===== src/rtl/fsqrt_exec_unit.sv =====
// ============================================================================
// fsqrt_exec_unit : multicycle FSQRT.S execution wrapper with 2-entry CDB FIFO
// Revision: 1.0
// ============================================================================
`default_nettype none

module fsqrt_exec_unit #(
   parameter int XLEN    = 32,
   parameter int TAG_W   = 6,
   parameter int LATENCY = 4
) (
   input  logic             clk,
   input  logic             rst_n,
   input  logic             flush,
   input  logic             in_valid,
   output logic             in_ready,
   input  logic [XLEN-1:0]  in_operand,
   input  logic [TAG_W-1:0] in_tag,
   output logic             out_valid,
   input  logic             out_ready,
   output logic [XLEN-1:0]  out_result,
   output logic [TAG_W-1:0] out_tag,
   output logic [4:0]       out_fflags,
   output logic             busy
);

   localparam logic [XLEN-1:0] C_QNAN    = 32'h7FC0_0000;
   localparam logic [XLEN-1:0] C_PINF    = 32'h7F80_0000;
   localparam logic [3:0]      C_CNT_INI = 4'(LATENCY - 1);

   typedef enum logic [0:0] {S_IDLE = 1'b0, S_BUSY = 1'b1} state_t;

   state_t             r_state;
   state_t             w_state_nxt;
   logic [3:0]         r_cnt;
   logic [XLEN-1:0]    r_operand;
   logic [TAG_W-1:0]   r_tag;

   logic [XLEN-1:0]    r_buf_res [2];
   logic [TAG_W-1:0]   r_buf_tag [2];
   logic [4:0]         r_buf_flg [2];
   logic               r_wptr;
   logic               r_rptr;
   logic [1:0]         r_count;

   logic               w_accept;
   logic               w_pop;
   logic               w_push;

   logic [30:0]        w_core_mag;
   logic [XLEN-1:0]    w_res;
   logic [4:0]         w_flags;

   // Square-root core, fed only from the held operand (multicycle path)
   always_comb begin : core
      logic [47:0] w_rad;
      logic [27:0] w_rem;
      logic [27:0] w_trial;
      logic [23:0] w_root;
      logic [7:0]  w_cexp;
      logic        w_rnd;
      w_rad  = r_operand[23] ? {1'b0, 1'b1, r_operand[22:0], 23'b0}
                             : {1'b1, r_operand[22:0], 24'b0};
      w_rem  = '0;
      w_root = '0;
      for (int i = 23; i >= 0; i--) begin
         w_rem   = {w_rem[25:0], w_rad[2*i +: 2]};
         w_trial = {2'b00, w_root, 2'b01};
         if (w_rem >= w_trial) begin
            w_rem  = w_rem - w_trial;
            w_root = {w_root[22:0], 1'b1};
         end else begin
            w_root = {w_root[22:0], 1'b0};
         end
      end
      // Remainder above the root means the true root lies past the midpoint
      w_rnd      = (w_rem > {4'b0, w_root});
      w_cexp     = {1'b0, r_operand[30:24]} + 8'd63 + {7'b0, r_operand[23]};
      w_core_mag = {w_cexp, w_root[22:0]} + {30'b0, w_rnd};
   end

   always_comb begin
      w_res   = {1'b0, w_core_mag};
      w_flags = 5'b0;
      if (r_operand[30:23] == 8'hFF && r_operand[22:0] != 23'b0) begin
         w_res   = C_QNAN;
         w_flags = {~r_operand[22], 4'b0};
      end else if (r_operand[30:23] == 8'h00) begin
         // Zeros pass through; denormals flush to a zero of the same sign
         w_res = {r_operand[31], 31'b0};
      end else if (r_operand[31]) begin
         w_res   = C_QNAN;
         w_flags = 5'b10000;
      end else if (r_operand[30:23] == 8'hFF) begin
         w_res = C_PINF;
      end
   end

   assign in_ready = (r_state == S_IDLE);
   assign w_accept = in_ready && in_valid && !flush;
   assign out_valid = (r_count != 2'd0);
   assign w_pop    = out_valid && out_ready;
   assign w_push   = (r_state == S_BUSY) && (r_cnt == 4'd0) && !flush &&
                     ((r_count != 2'd2) || w_pop);
   assign busy     = (r_state != S_IDLE) || (r_count != 2'd0);

   assign out_result = out_valid ? r_buf_res[r_rptr] : '0;
   assign out_tag    = out_valid ? r_buf_tag[r_rptr] : '0;
   assign out_fflags = out_valid ? r_buf_flg[r_rptr] : '0;

   always_ff @(posedge clk or negedge rst_n) begin
      if (!rst_n) r_state <= S_IDLE;
      else        r_state <= w_state_nxt;
   end

   always_comb begin
      w_state_nxt = r_state;
      if (flush) begin
         w_state_nxt = S_IDLE;
      end else begin
         case (r_state)
            S_IDLE:  if (w_accept) w_state_nxt = S_BUSY;
            S_BUSY:  if (w_push)   w_state_nxt = S_IDLE;
            default: w_state_nxt = S_IDLE;
         endcase
      end
   end

   always_ff @(posedge clk or negedge rst_n) begin
      if (!rst_n) begin
         r_cnt     <= '0;
         r_operand <= '0;
         r_tag     <= '0;
      end else if (w_accept) begin
         r_cnt     <= C_CNT_INI;
         r_operand <= in_operand;
         r_tag     <= in_tag;
      end else if (flush) begin
         r_cnt <= '0;
      end else if (r_state == S_BUSY && r_cnt != 4'd0) begin
         r_cnt <= r_cnt - 4'd1;
      end
   end

   always_ff @(posedge clk or negedge rst_n) begin
      if (!rst_n) begin
         r_buf_res[0] <= '0;
         r_buf_res[1] <= '0;
         r_buf_tag[0] <= '0;
         r_buf_tag[1] <= '0;
         r_buf_flg[0] <= '0;
         r_buf_flg[1] <= '0;
         r_wptr       <= 1'b0;
         r_rptr       <= 1'b0;
         r_count      <= 2'd0;
      end else if (flush) begin
         r_wptr  <= 1'b0;
         r_rptr  <= 1'b0;
         r_count <= 2'd0;
      end else begin
         if (w_push) begin
            r_buf_res[r_wptr] <= w_res;
            r_buf_tag[r_wptr] <= r_tag;
            r_buf_flg[r_wptr] <= w_flags;
            r_wptr            <= ~r_wptr;
         end
         if (w_pop) r_rptr <= ~r_rptr;
         case ({w_push, w_pop})
            2'b10:   r_count <= r_count + 2'd1;
            2'b01:   r_count <= r_count - 2'd1;
            default: r_count <= r_count;
         endcase
      end
   end

endmodule

`default_nettype wire


===== config.mk =====
export PLATFORM = sky130hd
export DESIGN_NAME = fsqrt_exec_unit
export DESIGN_NICKNAME = d
export VERILOG_FILES = /design/src/rtl/fsqrt_exec_unit.sv
export SDC_FILE = /design/constraint.sdc
export NUM_CORES = 1
export LEC_CHECK = 0
export BUFFER_PORTS_ARGS = -buffer_cell sky130_fd_sc_hd__clkbuf_2
export CORE_MARGIN = 2
export CORE_UTILIZATION = 50
export DETAILED_ROUTE_END_ITERATION = 8
export GPL_ROUTABILITY_DRIVEN = 0
export HOLD_SLACK_MARGIN = 0.06
export PLACE_DENSITY = 0.66
export SYNTH_ARGS = -nofsm -noshare
export SYNTH_HDL_FRONTEND = slang
export SYNTH_SLANG_ARGS = --single-unit

===== constraint.sdc =====
create_clock -name clk -period 222.5 [get_ports clk]
set_clock_uncertainty 0.2 [all_clocks]
set_input_delay 11.125 -clock clk [delete_from_list [all_inputs] [get_ports clk]]
set_output_delay 11.125 -clock clk [all_outputs]
set_load 0.02 [all_outputs]

==> impl_metrics.json <==
{
  "outcome": "finished clean",
  "endpoint": "r_buf_res[60]",
  "insertedDiodeCount": 0,
  "synth-warning-count": 0,
  "cts_tree": "done",
  "vias": 33550,
  "path_clk_slew_ps": 70,
  "fmax_mhz": 10.53,
  "slew-limit-headroom": 0.2415,
  "syn_area_sq_um": 31880,
  "first_pass_iters": 6,
  "synth_ff_type": "dfrtp_1",
  "hold_path_depth": 2,
  "totalWireLength_um": 101300,
  "regToRegSetupSlack_ps": 127530,
  "dieArea_sq_um": 65790,
  "postSynthAreaPerCell_sq_um": 7.204,
  "wl_per_cell_um": 19.09,
  "numCtsBuffers": 17,
  "clock_latency_ps": 430,
  "period_share": 0.4268,
  "r2r-end": "r_buf_res[60]",
  "ys_async_sr_fraction": 1.000,
  "synth_top_area_frac": 0.1346,
  "first_global_vias": 30870,
  "grt_overflow": 0,
  "root_buffer": "clkbuf_16",
  "crit_top_cell": "a21oi_1",
  "grt_first_pass_wirelength_um": 163500,
  "max_stage_delay_ps": 780,
  "initial_utilization": 0.5054,
  "hold_path_class": "reg -> reg",
  "critPathLaunch": "r_operand[23]",
  "drc_errors": 0,
  "setup_viol": 0,
  "track_usage": 0.2960,
  "synth-seq-cells": 125,
  "hold_buffers": 0,
  "end_kind": "flop",
  "port_buffers": 84,
  "die_x_um": 256.5,
  "final_area_sq_um": 33710,
  "antenna_found_initial": 0,
  "die_h_um": 256.5,
  "core_sq_um": 63080,
  "period_needed_ps": 94970,
  "criticalPathCategory": "reg -> reg",
  "place_area_sq_um": 33140,
  "synth_area_leaders": "ha_1, dfrtp_1, a21oi_1",
  "cts_buffer_depth": 2,
  "grt_max_degree": 72,
  "ios": 89,
  "drt-initial-drc-count": 3133,
  "cts_setup_buffers": 0,
  "cp_slowest_cell": "inv_2",
  "cap_violations": 0,
  "synth_most_common_cell": "a21oi_1",
  "std_cell_rows": 92,
  "finalMaxSlewViolations": 0,
  "synth_common_cells": "a21oi_1, nor2_1, nand2_1, ha_1, xnor2_1",
  "htree_levels": 4,
  "dp_hpwl_um": 80350,
  "cp_data_required_time_ps": 222610,
  "synth_edf_count": 0,
  "synthCells": 4425,
  "drive_gt1_frac": 0.09234,
  "post_cts_resized": 0,
  "fin_tns_setup_ps": 0,
  "arrival_ps": 95080,
  "hold_viol_final": 0,
  "crit_fanout": 46,
  "ant_nets": 0,
  "cts.sinks": 125,
  "area.growth.synth_to_final_pct": 5.750,
  "synth.distinct_cells": 130,
  "yosysSeqAreaShare": 0.09812,
  "reg2reg_depth": 431,
  "timing.rr.start": "r_operand[23]",
  "rsz0062_at_grt": "no",
  "critPathLaunchType": "flop",
  "worst_pin_slew_ps": 1132,
  "viasPerCell": 6.320,
  "synth_top_area_cell": "ha_1",
  "final_util": 0.5344,
  "final_nets": 4836
}
logic make-up after synthesis:
kind of cell             Yosys count  synth area share
multiplexers                     209           0.07088
AO/OA/AOI/OAI                   1530            0.3166
AND/OR/NAND/NOR                 1511            0.2391
XOR/XNOR                         343           0.09423
buffers and inverters            361           0.04557
flip-flops                       125           0.09812
adder cells (fa/ha/maj)          344            0.1352
other                              2         0.0002356
cells in the final DEF (no fill, tap or decap), types with 27 or more instances in the layout:
cell type,n
xnor2_1,268
nor2_1,420
nor3_1,88
or3_1,35
inv_1,197
and3_1,55
a21o_1,114
o21ai_0,229
ha_1,343
xor2_1,75
buf_4,37
a21oi_1,495
nor4_1,35
o211ai_1,38
nand4_1,57
o31ai_1,47
mux2i_1,87
dfrtp_1,123
conb_1,31
o21a_1,34
nand2_1,391
o21bai_1,151
and2_1,48
nor2b_1,34
mux2_2,110
a31oi_1,52
clkbuf_2,83
a211oi_1,37
or2_2,27
nand2b_1,59
nand3_1,111
worst min path at each step:
stage / startpoint / to / slack (ps)
2_1_floorplan: r_buf_res[37] / r_buf_res[37] / 250
3_3_place_gp: r_buf_res[37] / r_buf_res[37] / 260
3_5_place_dp: r_buf_res[51] / r_buf_res[51] / 270
4_1_cts: r_buf_res[51] / r_buf_res[51] / 280
5_1_grt: r_buf_res[43] / r_buf_res[43] / 300
6_report: r_buf_res[45] / r_buf_res[45] / 280
per-stage QoR:
| stage | cells | worst slack, ps | hold WS (ps) |
|---|---|---|---|
| after floorplan | 4454 | 135380 | 247.8 |
| after global placement | 5276 | 132260 | 259.7 |
| after detailed placement | 5276 | 129220 | 268.1 |
| after CTS | 5308 | 128890 | 281.5 |
| after global routing | 5308 | 118720 | 297.3 |
| final | 5308 | 127530 | 277.8 |
flip-flops by register name (all words and copies together), names as in the netlist:
| register | count |
|---|---|
| r_buf_res | 64 |
| r_operand | 32 |
| r_buf_tag | 12 |
| r_tag | 6 |
| r_cnt | 4 |
| r_buf_flg | 2 |
| r_count | 2 |
| r_rptr | 1 |
| r_state | 1 |
| r_wptr | 1 |
final cells by class:
cell class | count | area, sq um
clock buffers | 17 | 425.4
fillers | 6321 | 29370
clock inverters | 15 | 147.6
inverters | 216 | 810.8
flip-flops and latches | 125 | 3131
repair buffers | 121 | 704.4
well taps | 846 | 1059
multi-input cells | 3968 | 27440
routing by layer:
| layer | GRT usage | share of wire | vias up |
|---|---|---|---|
| met3 | 0.02699 | 0.067 | 150 |
| li1 | - | - | 16460 |
| met1 | 0.4254 | 0.47 | 15720 |
| met2 | 0.4740 | 0.43 | 1211 |
| met5 | 0 | 0 | - |
| met4 | 0.07445 | 0.024 | 0 |
worst max-delay path, delay by kind of cell, from the launching register on:
| family | cells | cell delay [ps] |
|---|---|---|
| AO/OA/AOI/OAI | 255 | 46210 |
| buffers and inverters | 41 | 12300 |
| flip-flops | 1 | 340 |
| adder cells (fa/ha/maj) | 35 | 9150 |
| XOR/XNOR | 1 | 150 |
| AND/OR/NAND/NOR | 87 | 22130 |
| multiplexers | 12 | 3970 |
Power is not shown: default switching activity piles up to over one toggle a cycle in this logic, so the estimate is an artifact.
